**config.mk**
```make
export PLATFORM = sky130hd
export DESIGN_NAME = computational_unit
export DESIGN_NICKNAME = d
export VERILOG_FILES = /design/src/rtl/computational_unit.sv
export SDC_FILE = /design/constraint.sdc
export NUM_CORES = 1
export LEC_CHECK = 0
export CORE_MARGIN = 8
export CORE_UTILIZATION = 50
export DETAILED_ROUTE_END_ITERATION = 6
export HOLD_SLACK_MARGIN = 0.12
export PLACE_DENSITY = 0.82
export SLEW_MARGIN = 20
export SYNTH_ARGS = -nofsm -noshare
export SYNTH_HDL_FRONTEND = slang
export SYNTH_SLANG_ARGS = --single-unit
```
**constraint.sdc**
```tcl
create_clock -name clk -period 4.4 [get_ports clk]
set_input_delay 1.1 -clock clk [delete_from_list [all_inputs] [get_ports clk]]
set_output_delay 1.1 -clock clk [all_outputs]
set_load 0.05 [all_outputs]
```
**src/rtl/computational_unit.sv**
```systemverilog
`default_nettype none
// ============================================================================
// Module   : computational_unit
// Purpose  : 4-bit datapath with register file, data memory and ALU.
// Revision : 1.0
// ============================================================================
module computational_unit #(
    parameter int DATA_WIDTH = 4,
    parameter int DM_DEPTH   = 16
) (
    input  logic                  clk,
    input  logic                  sync_reset,
    input  logic [7:0]            ir,
    input  logic [DATA_WIDTH-1:0] ir_nibble,
    input  logic [DATA_WIDTH-1:0] i_pins,
    input  logic [8:0]            reg_en,
    input  logic [3:0]            source_sel,
    input  logic                  x_sel,
    input  logic                  y_sel,
    input  logic                  i_sel,
    input  logic                  NOPC8,
    input  logic                  NOPCF,
    input  logic                  NOPD8,
    input  logic                  NOPDF,
    output logic [DATA_WIDTH-1:0] data_bus,
    output logic [DATA_WIDTH-1:0] o_reg,
    output logic                  dont_jmp,
    output logic [DATA_WIDTH-1:0] x0,
    output logic [DATA_WIDTH-1:0] x1,
    output logic [DATA_WIDTH-1:0] y0,
    output logic [DATA_WIDTH-1:0] y1,
    output logic [DATA_WIDTH-1:0] r,
    output logic [DATA_WIDTH-1:0] m,
    output logic [DATA_WIDTH-1:0] i
);

    localparam logic [DATA_WIDTH-1:0] c_ZERO = '0;

    logic [DATA_WIDTH-1:0]   r_x0, r_x1, r_y0, r_y1, r_r, r_m, r_i, r_o_reg;
    logic                    r_dont_jmp;
    logic [DATA_WIDTH-1:0]   r_dm [DM_DEPTH];

    logic [DATA_WIDTH-1:0]   w_bus;
    logic [DATA_WIDTH-1:0]   w_x, w_y, w_alu;
    logic [2*DATA_WIDTH-1:0] w_prod;
    logic                    w_nop;
    logic                    w_unused_ir;

    // Only the function field of the instruction is used here.
    assign w_unused_ir = ^ir[7:3];

    always_comb begin
        w_bus = c_ZERO;
        case (source_sel)
            4'd0:    w_bus = r_x0;
            4'd1:    w_bus = r_x1;
            4'd2:    w_bus = r_y0;
            4'd3:    w_bus = r_y1;
            4'd4:    w_bus = r_r;
            4'd5:    w_bus = r_m;
            4'd6:    w_bus = r_i;
            4'd7:    w_bus = r_dm[r_i];
            4'd8:    w_bus = ir_nibble;
            4'd9:    w_bus = i_pins;
            default: w_bus = c_ZERO;
        endcase
    end

    assign w_x    = x_sel ? r_x1 : r_x0;
    assign w_y    = y_sel ? r_y1 : r_y0;
    assign w_prod = {c_ZERO, w_x} * {c_ZERO, w_y};
    assign w_nop  = NOPC8 | NOPCF | NOPD8 | NOPDF;

    always_comb begin
        w_alu = c_ZERO;
        case (ir[2:0])
            3'b000:  w_alu = c_ZERO - w_x;
            3'b001:  w_alu = w_x - w_y;
            3'b010:  w_alu = w_x + w_y;
            3'b011:  w_alu = w_prod[2*DATA_WIDTH-1:DATA_WIDTH];
            3'b100:  w_alu = w_prod[DATA_WIDTH-1:0];
            3'b101:  w_alu = w_x ^ w_y;
            3'b110:  w_alu = w_x & w_y;
            default: w_alu = ~w_x;
        endcase
    end

    always_ff @(posedge clk) begin
        if (sync_reset) begin
            r_x0       <= c_ZERO;
            r_x1       <= c_ZERO;
            r_y0       <= c_ZERO;
            r_y1       <= c_ZERO;
            r_r        <= c_ZERO;
            r_m        <= c_ZERO;
            r_i        <= c_ZERO;
            r_o_reg    <= c_ZERO;
            r_dont_jmp <= 1'b1;
        end else begin
            if (reg_en[0]) r_x0    <= w_bus;
            if (reg_en[1]) r_x1    <= w_bus;
            if (reg_en[2]) r_y0    <= w_bus;
            if (reg_en[3]) r_y1    <= w_bus;
            if (reg_en[5]) r_m     <= w_bus;
            if (reg_en[8]) r_o_reg <= w_bus;
            if (reg_en[6]) r_i     <= i_sel ? (r_i + r_m) : w_bus;
            // A no-op suppresses both r and the zero flag.
            if (reg_en[4] && !w_nop) begin
                r_r        <= w_alu;
                r_dont_jmp <= (w_alu == c_ZERO);
            end
        end
    end

    // Memory is not cleared, but reset still cancels a pending write.
    always_ff @(posedge clk) begin
        if (!sync_reset && reg_en[7])
            r_dm[r_i] <= w_bus;
    end

    assign data_bus = w_bus;
    assign o_reg    = r_o_reg;
    assign dont_jmp = r_dont_jmp;
    assign x0       = r_x0;
    assign x1       = r_x1;
    assign y0       = r_y0;
    assign y1       = r_y1;
    assign r        = r_r;
    assign m        = r_m;
    assign i        = r_i;

endmodule
`default_nettype wire

```
==> results of run 1 <==
## power groups by stage
| stage | Clock (mW) | Combinational, mW | Sequential (mW) |
|---|---|---|---|
| finish | 0.567 | 0.493 | 1.09 |
| global placement | 0 | 0.476 | 1.10 |
| detailed placement | 0 | 0.489 | 1.11 |
| global route | 0.613 | 0.528 | 1.09 |
| CTS | 0.573 | 0.492 | 1.08 |
| floorplan | 0 | 0.245 | 1.15 |
## worst paths after layout
check / from / to / cells past startpoint / slack [ns]
min reg2reg: o_reg[3] / o_reg[3] / 2 / 0.50
min: o_reg[3] / o_reg[3] / 2 / 0.50
max reg2reg: x1[1] / dont_jmp / 14 / 0.90
max: source_sel[1] / data_bus[2] / 7 / 0.15
## cell type report
class	instances	area, µm²
Clock buffer	9	123.9
Clock inverter	7	67.56
Fill cell	807	4061
Inverter	28	105.1
Multi-Input combinational cell	295	2489
Sequential cell	101	2663
Tap cell	140	175.2
Timing Repair Buffer	108	1013
## layer usage
metal | share of wire [%] | up-vias | wire length (µm) | track usage, %
li1 | - | 1902 | - | -
met1 | 42 | 2005 | 5965 | 25.66
met2 | 47 | 199 | 6764 | 33.29
met3 | 7.7 | 35 | 1099 | 3.194
met4 | 3.1 | 0 | 439 | 10.07
met5 | 0 | - | 0 | 0
## worst reg2reg max path: stages (launching register included)
cell	delay (ns)
dfxtp_1	0.45
mux2i_1	0.13
inv_1	0.12
nand2_1	0.08
fa_1	0.52
inv_1	0.06
fa_1	0.55
inv_1	0.06
fa_1	0.45
nor2b_2	0.15
o22a_1	0.18
a22oi_1	0.09
a32oi_1	0.20
o21ai_0	0.12
a31o_2	0.23
## placed cells by master, fill, tap and decap left out, drive strengths merged, types with 8 or more instances in the layout
| cell | count |
|---|---|
| mux2i | 17 |
| mux4 | 20 |
| nor2 | 57 |
| buf | 43 |
| nand2 | 22 |
| a21oi | 10 |
| clkbuf | 9 |
| mux2 | 8 |
| xnor2 | 8 |
| a211oi | 25 |
| edfxtp | 64 |
| ha | 23 |
| inv | 30 |
| nor3 | 12 |
| o21ai | 11 |
| clkdlybuf4s50 | 63 |
| dfxtp | 37 |
## through the flow
stage | instances | TNS (ns)
CTS | 688 | 0
floorplan | 450 | 0
detailed placement | 672 | -1.910
finish | 688 | 0
global placement | 672 | -1.546
global route | 688 | 0
## cell usage after synthesis (3+ instances only)
library cell | instances | share of area [%]
dfxtp_1 | 37 | 14
buf_1 | 6 | 0.42
o31ai_1 | 4 | 0.56
and3_1 | 3 | 0.35
fa_1 | 6 | 2.2
mux4_2 | 5 | 2.1
a31oi_1 | 5 | 0.58
a21o_1 | 3 | 0.42
a21oi_1 | 9 | 0.83
clkbuf_1 | 14 | 0.97
nand2_1 | 22 | 1.5
clkbuf_8 | 3 | 0.76
a211oi_1 | 25 | 3.5
nand3_1 | 5 | 0.46
xnor2_1 | 8 | 1.3
nor2_1 | 57 | 4.0
nor3_1 | 12 | 1.1
a221oi_1 | 6 | 0.97
nor2b_1 | 3 | 0.35
mux2_2 | 8 | 1.7
inv_1 | 27 | 1.9
mux4_1 | 15 | 7.3
nand2b_1 | 3 | 0.35
mux2i_1 | 17 | 3.1
ha_1 | 23 | 5.3
o21ai_0 | 11 | 1.0
edfxtp_1 | 64 | 36
## cell families (layout without fill, tap and decap cells)
family | after synthesis | after routing | share of synthesized area (%)
DFF | 101 | 101 | 49.27
AOI/OAI and AO/OA | 88 | 88 | 12.04
muxes | 45 | 45 | 14.19
adders and majority gates | 29 | 29 | 7.548
and+or+nand+nor | 123 | 123 | 10.51
xor gates and xnor gates | 10 | 10 | 1.621
buffers and inverters | 54 | 152 | 4.816
==> results.json, run 1 <==
{
  "outcome": "completed",
  "cts_tree": "yes",
  "avgSynthCellArea_um2": 12.01,
  "ys_seq_area_share_pct": 49.27,
  "hold_viol": 0,
  "dp_hpwl_um": 11010,
  "slowest_stage": "clkdlybuf4s50_1",
  "vdd_drop_max_v": 0.0002308,
  "start_util_pct": 50.51,
  "antenna_found_initial": 0,
  "p_switching_mw": 0.6729,
  "routed-via-count": 4141,
  "startpoint_type": "input pin",
  "fin_crit_sh_pct": 96.50,
  "yosys_warnings": 0,
  "yosysUniqueCellTypes": 64,
  "routed_wirelength_um": 14270,
  "clk_pin_slew_worst_paths_ns": 0.10,
  "post_drt_via_cell_ratio": 6.019,
  "end_kind": "primary output",
  "cts_hold_buf": 0,
  "grt_pass1_vias": 4225,
  "fin_area_um2": 6636,
  "tightest_slew_ns": 0.6800,
  "synth-edff-count": 64,
  "finalPower_mw": 2.145,
  "cts.sinks": 101,
  "cp_top_family": "buffers and inverters",
  "p_per_area_nw_per_um2": 323.2,
  "fin_hold_ws_ns": 0.5034,
  "p_seq_share_pct": 50.6,
  "largest_reg_flops": 64,
  "fp.dieW_um": 120.0,
  "clock_latency_ns": 0.38,
  "core_um2": 10700,
  "cts_root_buf": "clkbuf_8",
  "grt_overflow": 0,
  "postCtsSetupBuffers": 0,
  "slew_headroom_pct": 54.32,
  "ys_seq_elements": 101,
  "total_leakage_power_nw": 2.587,
  "portBuffers": 69,
  "drcViolationCount": 0,
  "antennaDiodeCount": 0,
  "syn-num-nets": 517,
  "layout.nets": 610,
  "slew_viol_final": 0,
  "critPathArrivalTime_ns": 3.15,
  "postRouteAntennaNets": 0,
  "place_ws_ns": -0.4927,
  "fmaxAchievable_mhz": 235.5,
  "hold_class": "reg -> reg",
  "switching_share_pct": 31.37,
  "die_h_um": 120.0,
  "cts_resized": 2,
  "setup-violations-final": 0,
  "clkPwrFrac_pct": 26.4,
  "final_util_pct": 62.04,
  "path_class": "in -> out",
  "grt_pass1_wl_um": 22710,
  "synthArstFlopShare_pct": 0,
  "clockBufferDepth": 2,
  "gr-usage-all-layers_pct": 20.28,
  "routedWlPerCell_um": 20.74,
  "grt_max_degree": 32,
  "dieArea_um2": 14390,
  "rsz0062_at_grt": "false",
  "syn_to_final_growth_pct": 22.81,
  "cp_max_fo": 8,
  "num_rows": 38,
  "synth_top_flop_cell": "edfxtp_1",
  "layout-drive-gt1-share_pct": 14.96,
  "cts_buffers": 9,
  "worst_slack_ns": 0.1541,
  "crit_required_ns": 3.30,
  "finClkSkew_ns": 0.01269,
  "crit_chain": "clkdlybuf4s50_1 -> nor2b_1 -> a221oi_1 -> o31ai_1 -> a21oi_4 -> inv_1 -> buf_12",
  "dr.pass1.iters": 4,
  "worst_path_largest_cell_delay_ns": 0.66,
  "maxCapViolations": 0,
  "drt-initial-drc-count": 355,
  "postPlaceCellArea_um2": 6435,
  "syn_inst": 450,
  "intPower_mw": 1.472,
  "io_pins": 75,
  "combPwrFrac_pct": 23.0,
  "fin_crit_ns": 4.246,
  "cp_num_buf_inv": 3,
  "syn_area_um2": 5404,
  "top_register": "r_dm",
  "htreeDepth": 3,
  "gp_congestion": 0.8912
}
(Power assumes the default switching activity.)
==> run 2, diff against run 1 <==
Settings changed: CORE_UTILIZATION 50 to 58, DONT_BUFFER_PORTS set to 1, PLACE_DENSITY 0.82 to 0.81.
==> run 2 against run 1 <==
Routed wire length shrank 12%. Worst hold slack improved by 0.18 ns. Via count down 7.5%. Sequential power is essentially flat. Clock-buffer cell count grew 1. Register-to-register slack lost 0.20 ns. First-iteration DRC count shrank 8.5%. Sequential cell count unchanged.
==> results.json, run 2 (synthesis results as in run 1) <==
{
  "cts_root_buf": "clkbuf_8",
  "p_switching_mw": 0.6063,
  "antenna_found_initial": 0,
  "layout_commonest_cell": "edfxtp_1",
  "portBuffers": 0,
  "maxCapViolations": 0,
  "startpoint_type": "flip-flop",
  "clock_latency_ns": 0.37,
  "largest_reg_flops": 64,
  "crit_required_ns": 3.30,
  "routedWlPerCell_um": 21.55,
  "vdd_drop_max_v": 0.0002358,
  "layout.nets": 533,
  "critPathArrivalTime_ns": 2.88,
  "cts_hold_buf": 0,
  "place_inst": 566,
  "switching_share_pct": 29.37,
  "p_per_area_nw_per_um2": 354.5,
  "cp_max_fo": 16,
  "end_kind": "primary output",
  "setup-violations-final": 0,
  "cts_buffers": 9,
  "clkPwrFrac_pct": 29.3,
  "gr-usage-all-layers_pct": 20.05,
  "core_um2": 9153,
  "io_pins": 75,
  "total_leakage_power_nw": 2.278,
  "cts.sinks": 101,
  "grt_pass1_wl_um": 19950,
  "final_cell_mix": "64 x edfxtp_1, 57 x nor2_1, 37 x dfxtp_1, 31 x buf_4, 27 x inv_1",
  "final_util_pct": 63.62,
  "grt_pass1_vias": 3799,
  "outcome": "completed",
  "htreeDepth": 3,
  "fin_hold_ws_ns": 0.6820,
  "tightest_slew_ns": 0.8148,
  "slew_headroom_pct": 45.61,
  "instances_no_fill": 582,
  "cts_resized": 0,
  "crit_chain": "buf_4 -> mux4_1 -> mux2_2 -> a31oi_1 -> o311a_1 -> inv_1",
  "num_rows": 35,
  "postRouteAntennaNets": 0,
  "gp_congestion": 0.9020,
  "dp_hpwl_um": 9422,
  "dr.pass1.iters": 5,
  "hold_class": "reg -> reg",
  "finalSetupTns_ns": 0,
  "syn_to_final_growth_pct": 7.756,
  "fin_crit_ns": 3.984,
  "worst_path_largest_cell_delay_ns": 0.59,
  "intPower_mw": 1.458,
  "grt_overflow": 0,
  "routed_wirelength_um": 12550,
  "grt_max_degree": 33,
  "slowest_stage": "mux4_1",
  "p_seq_share_pct": 53.1,
  "cts_tree": "yes",
  "clk_pin_slew_worst_paths_ns": 0.09,
  "routed-via-count": 3831,
  "fmaxAchievable_mhz": 251.0,
  "slew_viol_final": 0,
  "fp.dieW_um": 112.5,
  "antennaDiodeCount": 0,
  "layout-drive-gt1-share_pct": 14.44,
  "top_register": "r_dm",
  "finalPower_mw": 2.064,
  "drcViolationCount": 0,
  "drt-initial-drc-count": 325,
  "dieArea_um2": 12660,
  "hold_viol": 0,
  "finClkSkew_ns": 0.01454,
  "postCtsSetupBuffers": 0,
  "fin_crit_sh_pct": 90.54,
  "start_util_pct": 59.04,
  "rsz0062_at_grt": "false",
  "die_h_um": 112.5,
  "combPwrFrac_pct": 17.5,
  "post_drt_via_cell_ratio": 6.582,
  "clockBufferDepth": 2,
  "fillers": 670,
  "path_class": "reg -> out"
}
==> run 2: power by group through the flow <==
stage / combinational, mW / sequential, mW / clock (mW)
after global routing: 0.392 / 1.10 / 0.644
final: 0.362 / 1.10 / 0.605
after CTS: 0.360 / 1.10 / 0.611
after floorplan: 0.245 / 1.15 / 0
after detailed placement: 0.359 / 1.12 / 0
after global placement: 0.348 / 1.12 / 0
==> run 2: metal layers <==
| layer | track usage (%) | routed length (µm) | vias to the layer above |
|---|---|---|---|
| met1 | 23.42 | 4785 | 1846 |
| met4 | 6.835 | 247 | 0 |
| met5 | 0 | 0 | - |
| li1 | - | - | 1743 |
| met2 | 33.12 | 6097 | 216 |
| met3 | 7.729 | 1413 | 26 |
==> run 2: critical path, delay by kind of cell, from the launching register on <==
family	cells	cell delay [ns]
mux	2	0.91
flops	1	0.32
buf+inv	2	0.67
compound gates	2	0.60
==> run 2: layout make-up <==
type	count	area (µm²)	share of cell area (%)
Tap cell	111	138.9	2.385
Sequential cell	101	2663	45.72
Clock inverter	6	75.07	1.289
Clock buffer	10	127.6	2.192
Timing Repair Buffer	31	232.7	3.997
Inverter	28	105.1	1.805
Multi-Input combinational cell	295	2481	42.61
==> run 2: through the flow <==
stage               cell area, µm²  worst slack, ns
finish                        5823           0.4163
global route                  5823           0.2242
CTS                           5823           0.4127
detailed placement            5620           0.1170
global placement              5620           0.1578
floorplan                     5404          0.03777
==> run 2: final timing paths <==
check            start           to  slack (ns)  depth (start not counted)
max          flip-flop  data_bus[1]        0.42                          6
min              x0[3]        x0[3]        0.68                          3
max reg2reg      y1[3]     dont_jmp        0.70                         14
min reg2reg      x0[3]        x0[3]        0.68                          3
